$ cat config.mk
export PLATFORM = sky130hd
export DESIGN_NAME = pattern_sequencer
export DESIGN_NICKNAME = d
export VERILOG_FILES = /design/src/rtl/pattern_sequencer.sv
export SDC_FILE = /design/constraint.sdc
export NUM_CORES = 1
export LEC_CHECK = 0
export ABC_AREA = 1
export BUFFER_PORTS_ARGS = -buffer_cell sky130_fd_sc_hd__buf_4
export CAP_MARGIN = 10
export CORE_MARGIN = 2
export CORE_UTILIZATION = 55
export DETAILED_ROUTE_END_ITERATION = 7
export PLACE_DENSITY_LB_ADDON = 0.2
export SLEW_MARGIN = 20
export SYNTH_ARGS = -nofsm -noshare
export SYNTH_HDL_FRONTEND = slang
export SYNTH_SLANG_ARGS = --single-unit
export TNS_END_PERCENT = 10
$ cat constraint.sdc
create_clock -name clk -period 2.1 [get_ports clk]
set_clock_uncertainty 0.1 [all_clocks]
set_input_delay 0.105 -clock clk [delete_from_list [all_inputs] [get_ports clk]]
set_output_delay 0.105 -clock clk [all_outputs]
set_load 0.05 [all_outputs]
$ cat src/rtl/pattern_sequencer.sv
// LED pattern sequencer: a power-of-two prescaler paces chase, bounce, binary
// and gray-code patterns, with hold/single-step control and tick/wrap pulses.
module pattern_sequencer #(
    parameter int WIDTH      = 8,
    parameter int SPEED_W    = 3,
    parameter int BASE_SHIFT = 0
) (
    input  logic               clk,
    input  logic               reset,
    input  logic [SPEED_W-1:0] speed,
    input  logic [1:0]         mode,
    input  logic               hold,
    input  logic               step,
    output logic [WIDTH-1:0]   pattern,
    output logic               tick,
    output logic               wrap
);

    localparam int PRE_W = BASE_SHIFT + (1 << SPEED_W);

    localparam logic [PRE_W-1:0] PRE_ONE = PRE_W'(1);
    localparam logic [WIDTH-1:0] PAT_ONE = WIDTH'(1);

    localparam logic [1:0] MODE_CHASE  = 2'b00;
    localparam logic [1:0] MODE_BOUNCE = 2'b01;
    localparam logic [1:0] MODE_BIN    = 2'b10;
    localparam logic [1:0] MODE_GRAY   = 2'b11;

    typedef enum logic {
        DIR_LEFT  = 1'b0,
        DIR_RIGHT = 1'b1
    } dir_t;

    logic [WIDTH-1:0]   cnt;
    logic [PRE_W-1:0]   pre;
    logic [1:0]         mode_q;
    logic [SPEED_W-1:0] speed_q;
    logic               step_q;
    dir_t               dir;

    logic [WIDTH-1:0]   pattern_nxt;
    logic [WIDTH-1:0]   cnt_nxt;
    logic [WIDTH-1:0]   cnt_inc;
    logic [PRE_W-1:0]   pre_nxt;
    dir_t               dir_nxt;
    logic               tick_nxt;
    logic               wrap_nxt;
    logic               adv;

    // Prescaler terminal count: a reload of 2^k-1 gives one advance per 2^k clocks.
    function automatic logic [PRE_W-1:0] reload(input logic [SPEED_W-1:0] s);
        return (PRE_ONE << (BASE_SHIFT + int'(s))) - PRE_ONE;
    endfunction

    // Counting modes start from all-zero, one-hot modes from bit 0.
    function automatic logic [WIDTH-1:0] init_pattern(input logic [1:0] m);
        return m[1] ? '0 : PAT_ONE;
    endfunction

    // Advance request: free-running prescaler, or step edge while held.
    always_comb begin
        adv     = 1'b0;
        pre_nxt = pre;
        if (hold) begin
            adv = step & ~step_q;
        end else if (pre == '0) begin
            adv     = 1'b1;
            pre_nxt = reload(speed_q);
        end else begin
            pre_nxt = pre - PRE_ONE;
        end

        cnt_inc     = cnt + PAT_ONE;
        pattern_nxt = pattern;
        cnt_nxt     = cnt;
        dir_nxt     = dir;
        tick_nxt    = 1'b0;
        wrap_nxt    = 1'b0;

        if (mode != mode_q) begin
            pattern_nxt = init_pattern(mode);
            cnt_nxt     = '0;
            dir_nxt     = DIR_LEFT;
            pre_nxt     = reload(speed);
        end else if (speed != speed_q) begin
            pre_nxt = reload(speed);
        end else if (adv) begin
            tick_nxt = 1'b1;
            case (mode_q)
                MODE_CHASE: begin
                    pattern_nxt = {pattern[WIDTH-2:0], pattern[WIDTH-1]};
                    wrap_nxt    = pattern[WIDTH-1];
                end
                MODE_BOUNCE: begin
                    if (dir == DIR_LEFT) begin
                        pattern_nxt = {pattern[WIDTH-2:0], 1'b0};
                        if (pattern_nxt[WIDTH-1])
                            dir_nxt = DIR_RIGHT;
                    end else begin
                        pattern_nxt = {1'b0, pattern[WIDTH-1:1]};
                        if (pattern_nxt[0]) begin
                            dir_nxt  = DIR_LEFT;
                            wrap_nxt = 1'b1;
                        end
                    end
                end
                MODE_BIN: begin
                    cnt_nxt     = cnt_inc;
                    pattern_nxt = cnt_inc;
                    wrap_nxt    = &cnt;
                end
                MODE_GRAY: begin
                    cnt_nxt     = cnt_inc;
                    pattern_nxt = cnt_inc ^ (cnt_inc >> 1);
                    wrap_nxt    = &cnt;
                end
                default: ;
            endcase
        end
    end

    always_ff @(posedge clk) begin
        if (reset) begin
            pattern <= init_pattern(mode);
            cnt     <= '0;
            dir     <= DIR_LEFT;
            tick    <= 1'b0;
            wrap    <= 1'b0;
            step_q  <= 1'b0;
            pre     <= reload(speed);
            mode_q  <= mode;
            speed_q <= speed;
        end else begin
            pattern <= pattern_nxt;
            cnt     <= cnt_nxt;
            dir     <= dir_nxt;
            tick    <= tick_nxt;
            wrap    <= wrap_nxt;
            step_q  <= step;
            pre     <= pre_nxt;
            mode_q  <= mode;
            speed_q <= speed;
        end
    end

endmodule
Word-level counts from Yosys, hierarchy flattened
Index checks and enable logic that the tools add are counted.
Word-level totals
  register bits after elaboration: 33
  input port bits: 9
  word-level logic and storage cells: 59
Cells by class
  equality and inequality tests: 7
  mux-type cells: 21
  reduce and logical (&&, ||, !) cells: 11
  bitwise logic cells: 5
  add/sub/neg operators: 4
  shift-type cells: 2
Operators with widths (number)
  $mux 8: 10
  $pmux 8 s4: 1
  $sub 8x1->8 const B: 3
  $shl 1x3->8 const A: 2
  $mux 1: 9
  $add 8x1->8 const B: 1
  $logic_not 8->1: 1
  $reduce_and 8->1: 1
  $xor 8x7->8: 1
  $reduce_and 3->1: 2
  $eq 2x2->1 const B: 2
  $ne 4x2->1 const B: 1
  $reduce_or 2->1: 2
  $reduce_or 4->1: 1
  $ne 3x3->1: 1
  $ne 3x3->1 const B: 1
  $not 1->1: 3
  $pmux 1 s3: 1
  $reduce_bool 3->1: 1
  $reduce_or 3->1: 1
  $eq 2x1->1 const B: 1
  $logic_not 2->1: 1
  $ne 2x2->1: 1
  $reduce_and 2->1: 1
  $and 1x1->1: 1

Longest topological paths before layout
Gate-level depths: netlist (run 1).
  depth in word-level cells: 7
  mapped depth: 14
  gate-level depth less buffers: 14

Least setup slack after synthesis (run 1)
Ideal clock, no wire load.
  kind: reg2reg
  start: register pre[7]
  end: register pre[6] (data pin)
  cell stages (with the launch flop): 14
  data arrival time: 1.469 ns
  path slack: 0.275 ns
  buffers on the path: 0
  required time: 1.743 ns
  clock period less this slack: 1.825 ns
  cells stage by stage: edfxtp_1 > nor2_2 > nand2_2 > nor2_8 > nand2_1 > nand2_1 > inv_1 > ha_1 > nand3_1 > inv_2 > nand4_1 > nand2_1 > nand2_1 > nand2_1
Between the ends
  longest elaborated chain between the ends: 6
RTL lines
  from (decl): RTL line 35  | logic [PRE_W-1:0] pre;
  from (signal assigned): RTL line 130  | pre <= reload(speed);
  from (signal assigned): RTL line 140  | pre <= pre_nxt;
  $logic_not 8->1: RTL line 66  | end else if (pre == '0) begin
  $mux 8: RTL line 66
  $mux 8: RTL line 64  | if (hold) begin
  $mux 8: RTL line 85  | end else if (speed != speed_q) begin
  $mux 8: RTL line 80  | if (mode != mode_q) begin
  $mux 8: RTL line 123  | if (reset) begin
Every way passes these cells. The select of a mux whose other input is x is not followed.
A chain may end at the register's enable or synchronous reset.

Final worst setup path (run 1)
  start: register pre[0]
  end: register pre[6] (data pin)
Between the ends
  longest elaborated chain between the ends: 6
  elaborated cells on any way between the ends: 7
  classes of those cells: 1 x add/sub; 5 x mux; 1 x reduce/logical
RTL lines (RTL line)
  $sub 8x1->8 or $logic_not 8->1 (tied branches): 70, 66
  $mux 8 (*): 66
  $mux 8 (*): 64
  $mux 8 (*): 85
  $mux 8 (*): 80
  $mux 8 (*): 123
Mark *: on every way between the ends. The rest lies on a longest branch, timed or not. The select of a mux whose other input is x is not followed.

==> results of run 1 <==
-- cell usage in the layout, fill, tap and decap left out, types with 2 or more instances in the layout --
master,count
a21oi_1,17
a21oi_2,3
buf_4,24
clkbuf_8,5
clkinv_1,2
dfxtp_1,17
dlygate4sd3_1,7
edfxtp_1,16
ha_1,3
inv_1,40
inv_2,5
nand2_1,53
nand2_2,3
nand3_1,21
nand3b_1,2
nand4_1,4
nor2_1,26
nor2_2,6
nor3_1,11
o211ai_1,4
o21ai_0,10
o21ai_1,3
o21ai_2,6
o22ai_1,5
o31ai_1,2
xnor2_1,5
xor2_1,2
-- sequential cells by signal, summed over array words and instances, names as in the netlist --
register  cells
wrap          1
step_q        1
speed_q       3
mode_q        2
dir           1
cnt           8
tick          1
pattern       8
pre           8
-- routing by layer --
layer	vias to the layer above	routed length, µm	global-route usage
li1	983	-	-
met1	791	2371	0.3388
met2	53	1687	0.3056
met3	5	211	0.03425
met4	0	54	0.08073
met5	-	0	0
-- cell type report --
| cell class | count | area share |
|---|---|---|
| Clock buffer | 6 | 0.02993 |
| Multi-Input combinational cell | 194 | 0.4309 |
| Tap cell | 48 | 0.02477 |
| Clock inverter | 1 | 0.001548 |
| Timing Repair Buffer | 31 | 0.1032 |
| Inverter | 46 | 0.07121 |
| Sequential cell | 33 | 0.3385 |
-- power groups by stage --
stage / Sequential (mW) / Combinational, mW / Clock [mW]
2_1_floorplan: 0.783 / 0.143 / 0
6_report: 0.735 / 0.259 / 0.437
3_5_place_dp: 0.748 / 0.248 / 0
3_3_place_gp: 0.747 / 0.246 / 0
4_1_cts: 0.734 / 0.259 / 0.444
5_1_grt: 0.739 / 0.287 / 0.470
-- cells by family (layout without fill, tap and decap cells) --
kind of cell,Yosys count,in the layout,share of synthesized area
DFF,33,33,0.3928
adders and majority gates,3,3,0.01797
xor gates and xnor gates,7,7,0.02934
and+or+nand+nor,130,130,0.2862
buffers and inverters,55,84,0.1084
AOI/OAI and AO/OA,53,53,0.1605
muxes,1,1,0.004791
-- stage by stage --
step	power, mW	std cells	cell area, µm²	setup WS (ns)	util
after floorplan	0.9263	282	2090	0.2747	-
after global placement	0.9936	343	2261	0.1874	0.6176
after detailed placement	0.9962	343	2261	0.1225	0.6176
after CTS	1.437	357	2407	0.1108	0.6576
after global routing	1.495	359	2425	0.006165	0.6623
final	1.432	359	2425	0.1363	0.6623
-- worst max path at each step --
stage                   to  depth (start not counted)
floorplan           pre[6]                         13
global placement    pre[6]                         13
global route        pre[6]                         13
finish              pre[6]                         13
detailed placement  pre[6]                         13
CTS                 pre[6]                         13
-- synth_stat cells (all sizes together) --
| library cell | count |
|---|---|
| edfxtp | 16 |
| o31ai | 2 |
| o211ai | 4 |
| nand3b | 2 |
| or2 | 1 |
| nand2 | 56 |
| buf | 9 |
| dfxtp | 17 |
| o21ai | 20 |
| o21bai | 1 |
| nand4 | 4 |
| xor2 | 2 |
| ha | 3 |
| clkinv | 1 |
| a31oi | 1 |
| mux2i | 1 |
| xnor2 | 5 |
| o22ai | 5 |
| nor3 | 11 |
| nand3 | 22 |
| nor2 | 34 |
| a21oi | 20 |
| inv | 45 |
-- timing repair --
action,4_1_cts,5_1_grt
setup buffers,0,2
setup endpoints to repair,0,3
gates resized for setup,0,1
hold buffers,7,0
endpoints found under the hold margin,6,0
-- worst max-delay path: cells and delay by family (launching register included) --
| kind | cells | cell delay [ns] |
|---|---|---|
| and+or+nand+nor | 10 | 0.87 |
| buffers and inverters | 2 | 0.11 |
| DFF | 1 | 0.43 |
| adders and majority gates | 1 | 0.20 |
==> flow_summary.json, run 1 <==
{
  "timing_worst_setup_path_type": "reg -> reg",
  "reg2regPathDepth": 13,
  "firstDrtPassIters": 4,
  "finalSetupViolCount": 0,
  "fin_crit_ns": 1.964,
  "clk_path_buf_depth": 2,
  "diodes": 0,
  "hp-start": "hold",
  "worstPathRequired_ns": 2.03,
  "fillers": 322,
  "area_growth_pct": 16.05,
  "drc_errors": 0,
  "ys_ff_latch": 33,
  "worstPathMaxFanout": 7,
  "hold_class": "in -> reg",
  "cap_violations": 0,
  "drt_wl_total_um": 4324,
  "slew_headroom": 0.7429,
  "pwr-share-seq": 0.514,
  "cp-start-kind": "register",
  "synth_area_leaders": "edfxtp_1, dfxtp_1, nand2_1",
  "timing.final.crit_share": 0.9351,
  "critPathArrivalTime_ns": 1.89,
  "combPwrFrac": 0.181,
  "leakage_nw": 1.052,
  "cp_slowest_cell": "edfxtp_1",
  "finalHoldViolCount": 0,
  "die_h_um": 65.64,
  "grt_pass1_vias": 1596,
  "end_kind": "register",
  "start_util": 0.5707,
  "insertion_delay_ns": 0.28,
  "antenna_found_initial": 0,
  "r2r-start": "pre[0]",
  "cellPowerDensity_nw_per_um2": 590.4,
  "numCtsBuffers": 5,
  "ant_nets": 0,
  "wl_per_cell_um": 12.04,
  "finalSetupTns_ns": 0,
  "coreArea_um2": 3661,
  "rsz0062_at_grt": "false",
  "io_buffer_count": 18,
  "std_cell_rows": 22,
  "netlist_instances": 282,
  "whs_endpoint": "tick",
  "grt_pass1_wl_um": 7231,
  "intPower_mw": 1.026,
  "syn-cell-area_um2": 2090,
  "gp_congestion": 0.9726,
  "yosys.area.top_type_share": 0.2299,
  "nets": 323,
  "regArea_um2": 820.8,
  "multi_input_area_um2": 1045,
  "syn_avg_cell_area_um2": 7.410,
  "synth_top_area_cell": "edfxtp_1",
  "vdd.ir_drop.worst_mv": 0.4014,
  "p_sw_frac": 0.2830,
  "synth_nets": 294,
  "final_layout_size_suffix_gt1_frac": 0.1801,
  "worst_path_largest_cell_delay_ns": 0.43,
  "clock-sinks": 33,
  "die-area_um2": 4308,
  "h-tree-depth": 2,
  "vias_per_cell": 5.103,
  "finalMaxSlewViolations": 0,
  "crit_path_cell_trace": "nor2_2, nand2_2, nor2_8, nand2_1, nand2_1, inv_1, ha_1, nand3_1, inv_2, nand4_1, nand2_1, nand2_1, nand2_1",
  "hold_depth": 3,
  "synth.distinct_cells": 35,
  "outcome": "completed",
  "yosysWarnings": 0,
  "dp_hpwl_um": 3269,
  "gr-total-overflow": 0,
  "worst_slew_pin_slew_ns": 0.3824,
  "startpoint": "pre[0]",
  "via_count": 1832,
  "cp_common_cell": "nand2_1",
  "seq_area_frac_synth": 0.3928,
  "drtIter0Drc": 156,
  "cts_tree": "done",
  "globalRouteTotalUtil": 0.2198,
  "p_sw_mw": 0.4051,
  "die_x_um": 65.64,
  "reg2reg_slack_ns": 0.14,
  "max_freq_ghz": 0.5092,
  "ios": 19,
  "hold_ws_ns": 0.06906,
  "cts-root-buf": "clkbuf_8",
  "r2r_end": "pre[6]",
  "path_clk_slew_ns": 0.06,
  "grt_max_degree": 14,
  "pwr-share-clk": 0.305
}
Note: power is estimated with default switching activity, not from simulation.
==> inputs of run 2 (changes only) <==
--- a/config.mk
+++ b/config.mk
@@ -5,7 +5,6 @@
 export SDC_FILE = /design/constraint.sdc
 export NUM_CORES = 1
 export LEC_CHECK = 0
-export ABC_AREA = 1
 export BUFFER_PORTS_ARGS = -buffer_cell sky130_fd_sc_hd__buf_4
 export CAP_MARGIN = 10
 export CORE_MARGIN = 2
==> run 2 against run 1 <==
The run now ends with setup timing left. Critical path type unchanged. Maximum frequency is 13% lower. Routed wire length grew 29%. Via count increased by 11%. Sequential share of layout area decreased by 4.6 points. Die area grew 2.2%. Clock-buffer cell count up 1. Synthesized cell count down 12%. Combinational power grew 10%. Critical path depth shrank 8. Utilization up 9.9 points. Sequential cell count did not move. Clock power is 42% higher.
==> flow_summary.json, run 2 <==
{
  "timing_worst_setup_path_type": "reg -> reg",
  "yosys.area.top_type_share": 0.2247,
  "synth_edf_count": 16,
  "clock-sinks": 33,
  "p_sw_frac": 0.2609,
  "diodes": 0,
  "synth_nets": 261,
  "path_clk_slew_ns": 0.07,
  "cts_tree": "done",
  "firstDrtPassIters": 4,
  "synth_top_area_cell": "edfxtp_1",
  "critPathArrivalTime_ns": 2.39,
  "finalHoldViolCount": 0,
  "design_area_um2": 2806,
  "wl_per_cell_um": 16.45,
  "cp-start-kind": "register",
  "finalSetupViolCount": 19,
  "final_layout_size_suffix_gt1_frac": 0.2749,
  "dp_hpwl_um": 3712,
  "worstPathRequired_ns": 2.23,
  "violations": "setup timing",
  "globalRouteTotalUtil": 0.2680,
  "fin_util": 0.7609,
  "syn_avg_cell_area_um2": 8.588,
  "drc_errors": 0,
  "nets": 302,
  "drtIter0Drc": 213,
  "synth_area_leaders": "edfxtp_1, dfxtp_1, xnor2_1",
  "h-tree-depth": 2,
  "synth_common_cells": "nor2_1, nand2_1, xnor2_1, clkbuf_1, dfxtp_1",
  "max_freq_ghz": 0.4428,
  "die-area_um2": 4402,
  "ant_nets": 0,
  "netlist_instances": 249,
  "layout_commonest_cell": "buf_4",
  "p_sw_mw": 0.4293,
  "worst_slew_pin_slew_ns": 0.6389,
  "die_h_um": 66.35,
  "std_cell_rows": 22,
  "die_x_um": 66.35,
  "cellPowerDensity_nw_per_um2": 586.4,
  "yosysWarnings": 0,
  "worstPathMaxFanout": 3,
  "end_kind": "register",
  "vdd.ir_drop.worst_mv": 0.5546,
  "rsz0062_at_grt": "true",
  "grt_max_degree": 21,
  "outcome": "complete, but fails checks",
  "leakage_nw": 1.066,
  "layout_common_cells": "buf_4, nor2_1, nand2_1",
  "finalMaxSlewViolations": 0,
  "grt_pass1_wl_um": 8921,
  "vias_per_cell": 5.985,
  "start_util": 0.5797,
  "io_buffer_count": 18,
  "timing.final.crit_share": 1.075,
  "intPower_mw": 1.216,
  "setup_slack_ns": -0.1582,
  "hold_depth": 2,
  "cts-root-buf": "clkbuf_8",
  "hold_ws_ns": 0.1085,
  "pwr-share-clk": 0.378,
  "reg2regPathDepth": 5,
  "ys_ff_latch": 33,
  "syn-cell-area_um2": 2138,
  "drt_wl_total_um": 5576,
  "antenna_found_initial": 0,
  "gp_congestion": 0.8988,
  "finalSetupTns_ns": -1.619,
  "slew_headroom": 0.5728,
  "dp.cells": 320,
  "grt_pass1_vias": 1842,
  "insertion_delay_ns": 0.28,
  "ios": 19,
  "post-synth-top-count-cell": "nor2_1",
  "preCtsSetupSlack_ns": -0.1432,
  "seq_area_frac_synth": 0.3839,
  "top_regs": "cnt x8, pattern x8, pre x8",
  "coreArea_um2": 3689,
  "hold_class": "in -> reg",
  "numCtsBuffers": 5,
  "combPwrFrac": 0.174,
  "pwr-share-seq": 0.448,
  "gr-total-overflow": 0,
  "synth-main-ff-cell": "dfxtp_1",
  "clk_path_buf_depth": 2,
  "synth.distinct_cells": 47,
  "synthArstFlopShare": 0,
  "finalPower_mw": 1.646,
  "finalNonFillerCells": 339,
  "cap_violations": 0,
  "via_count": 2029,
  "placement.cell_area_um2": 2475,
  "fin_crit_ns": 2.258,
  "area_growth_pct": 31.25
}
==> run 2: cell types whose count changed after synthesis, sizes merged, moves of 8 or more <==
cell	before	now
nand2	56	22
nand3	22	13
nor2	34	26
o21ai	20	9
a211oi	0	9
inv	45	5
xnor2	5	19
clkbuf	0	17
==> run 2: logic make-up (layout without fill, tap and decap cells) <==
kind of cell    count (synthesis)  in the layout  synth area share
mux                             9              9           0.04857
xor+xnor                       26             26            0.1065
flops                          33             33            0.3839
simple gates                  100            100            0.2341
compound gates                 53             53            0.1650
fa+ha+maj                       3              3           0.01756
buf+inv                        25             67           0.04447
==> run 2: power groups by stage <==
stage	combinational (mW)	sequential, mW	clock (mW)
global placement	0.252	0.749	0
floorplan	0.115	0.791	0
detailed placement	0.255	0.750	0
CTS	0.278	0.736	0.625
global route	0.307	0.741	0.653
finish	0.286	0.737	0.622
==> run 2: layer usage <==
layer | global-route usage | vias to the layer above | wire [µm]
met3 | 0.05963 | 9 | 458
met1 | 0.3794 | 943 | 2397
met4 | 0.07653 | 0 | 64
li1 | - | 995 | -
met2 | 0.4088 | 82 | 2655
met5 | 0 | - | 0
==> run 2: final cells by class <==
class	instances	area, µm²
Inverter	5	18.77
Multi-Input combinational cell	191	1354
Sequential cell	33	822.0
Fill cell	278	882.1
Timing Repair Buffer	54	435.4
Clock inverter	1	30.03
Clock buffer	7	86.33
Tap cell	48	60.06
==> run 2: critical path, stage by stage (launching register included) <==
cell and delay, ns:
edfxtp_1 0.38, or4_4 0.59, o31a_1 0.33, or2_1 0.26
or4_4 0.43, a21oi_2 0.11
==> run 2: what timing repair did <==
item / CTS / global route
hold endpoints to repair: 6 / 0
pin swaps: 10 / 9
setup buffers: 3 / 1
gates cloned: 0 / 0
endpoints found under the setup margin: 21 / 24
hold buffers: 7 / 0
resized for setup: 8 / 17
==> run 2: worst paths after layout <==
path | slack, ns | end | from
max | -0.16 | dir | pre[6]
min | 0.11 | pre[3] | speed[2]
max reg2reg | -0.16 | dir | pre[6]
min reg2reg | 0.50 | cnt[1] | cnt[1]
==> inputs of run 3 (changes only) <==
--- a/config.mk
+++ b/config.mk
@@ -9,7 +9,9 @@
 export CAP_MARGIN = 10
 export CORE_MARGIN = 2
 export CORE_UTILIZATION = 55
+export CTS_BUF_LIST = sky130_fd_sc_hd__clkbuf_2 sky130_fd_sc_hd__clkbuf_4 sky130_fd_sc_hd__clkbuf_8
 export DETAILED_ROUTE_END_ITERATION = 7
+export GPL_ROUTABILITY_DRIVEN = 0
 export PLACE_DENSITY_LB_ADDON = 0.2
 export SLEW_MARGIN = 20
 export SYNTH_ARGS = -nofsm -noshare
==> run 3 against run 2 <==
The run still ends with setup timing left. Maximum frequency is essentially flat. Clock-buffer cell count did not move. Clock power rose by 2%. Cell count unchanged. Critical path type unchanged. Critical endpoint unchanged.
==> flow_summary.json, run 3 (synthesized netlist as in run 2, its figures left out) <==
{
  "outcome": "complete, but fails checks",
  "violations": "setup timing",
  "ios": 19,
  "setup_slack_ns": -0.1592,
  "grt_pass1_wl_um": 8935,
  "final_layout_size_suffix_gt1_frac": 0.2784,
  "gr-total-overflow": 0,
  "path_clk_slew_ns": 0.07,
  "max_freq_ghz": 0.4426,
  "end_kind": "register",
  "leakage_nw": 1.069,
  "top_regs": "cnt x8, pattern x8, pre x8",
  "drtIter0Drc": 217,
  "start_util": 0.5797,
  "hold_class": "in -> reg",
  "cts-root-buf": "clkbuf_8",
  "layout_common_cells": "buf_4, nor2_1, nand2_1",
  "finalSetupViolCount": 19,
  "cts_tree": "done",
  "fin_crit_ns": 2.259,
  "preCtsSetupSlack_ns": -0.1432,
  "timing.final.crit_share": 1.076,
  "ant_nets": 0,
  "diodes": 0,
  "placement.cell_area_um2": 2475,
  "globalRouteTotalUtil": 0.2683,
  "critPathArrivalTime_ns": 2.39,
  "h-tree-depth": 2,
  "hold_ws_ns": 0.1102,
  "cp_slowest_cell": "or4_4",
  "rsz0062_at_grt": "true",
  "clk_path_buf_depth": 2,
  "design_area_um2": 2810,
  "cellPowerDensity_nw_per_um2": 590.0,
  "clock-sinks": 33,
  "io_buffer_count": 18,
  "dp_hpwl_um": 3712,
  "cap_violations": 0,
  "cp-start-kind": "register",
  "finalSetupTns_ns": -1.643,
  "drc_errors": 0,
  "fin_util": 0.7619,
  "timing_worst_setup_path_type": "reg -> reg",
  "nets": 302,
  "cp_common_cell": "or4_4",
  "worst_slew_pin_slew_ns": 0.6371,
  "finalNonFillerCells": 339,
  "numCtsBuffers": 5,
  "crit_path_cell_trace": "or4_4, o31a_1, or2_1, or4_4, a21oi_2",
  "wl_per_cell_um": 16.47,
  "antenna_found_initial": 0,
  "insertion_delay_ns": 0.28,
  "layout_commonest_cell": "buf_4",
  "via_count": 2041,
  "dp.cells": 320,
  "finalMaxSlewViolations": 0,
  "coreArea_um2": 3689,
  "worstPathMaxFanout": 3,
  "die_h_um": 66.35,
  "grt_max_degree": 21,
  "std_cell_rows": 22,
  "grt_pass1_vias": 1834,
  "firstDrtPassIters": 4,
  "die-area_um2": 4402,
  "fillers": 277,
  "finalPower_mw": 1.658,
  "drt_wl_total_um": 5582,
  "crit_family": "simple AND/OR/NAND/NOR gates",
  "worstPathRequired_ns": 2.23,
  "vdd.ir_drop.worst_mv": 0.5562,
  "worst_path_largest_cell_delay_ns": 0.59,
  "die_x_um": 66.35,
  "finalHoldViolCount": 0,
  "slew_headroom": 0.5740,
  "area_growth_pct": 31.42,
  "cp.buffers_inverters": 0,
  "vias_per_cell": 6.021
}
-- run 3: changes by cell type in the layout (fill, tap and decap cells not counted) --
cell and delta:
clkbuf_4 +1, clkbuf_1 -1
-- run 3: report_power, final --
group / internal, mW / switching (mW) / total, mW / leakage (nW)
Combinational: 0.120 / 0.166 / 0.286 / 0.692
Sequential: 0.709 / 0.0284 / 0.738 / 0.315
Clock: 0.400 / 0.234 / 0.634 / 0.0619
-- run 3: worst paths after layout --
check	start	endpoint	slack, ns	cells past startpoint
setup reg to reg	pre[6]	dir	-0.16	5
hold reg to reg	cnt[1]	cnt[1]	0.50	2
hold / removal	speed[2]	pre[3]	0.11	2
setup / recovery	pre[6]	dir	-0.16	5
-- run 3: area by class of cell --
type                       count  area [µm²]  area share
clock buffer                   7       90.09     0.03206
multi-input combinational    191        1354      0.4817
clock inverter                 1       30.03     0.01069
tap                           48       60.06     0.02137
sequential                    33       822.0      0.2925
timing repair buffer          54       435.4      0.1549
inverter                       5       18.77    0.006679
-- run 3: timing repair --
action,in CTS,in global routing
hold buffers,7,0
setup buffers,3,1
pin swaps,10,9
setup endpoints to repair,21,24
gates cloned,0,0
endpoints found under the hold margin,6,0
gates resized for setup,8,17
-- run 3: routing by layer --
| metal | vias to the layer above | share of wire | global-route usage |
|---|---|---|---|
| met1 | 961 | 0.44 | 0.3826 |
| met2 | 79 | 0.48 | 0.4113 |
| met5 | - | 0 | 0 |
| li1 | 992 | - | - |
| met3 | 9 | 0.071 | 0.05622 |
| met4 | 0 | 0.011 | 0.07143 |
-- run 3: worst register-to-register path, stage by stage, from the launching register on --
cell and delay, ns:
edfxtp_1 0.38, or4_4 0.59, o31a_1 0.34, or2_1 0.26, or4_4 0.43, a21oi_2 0.11
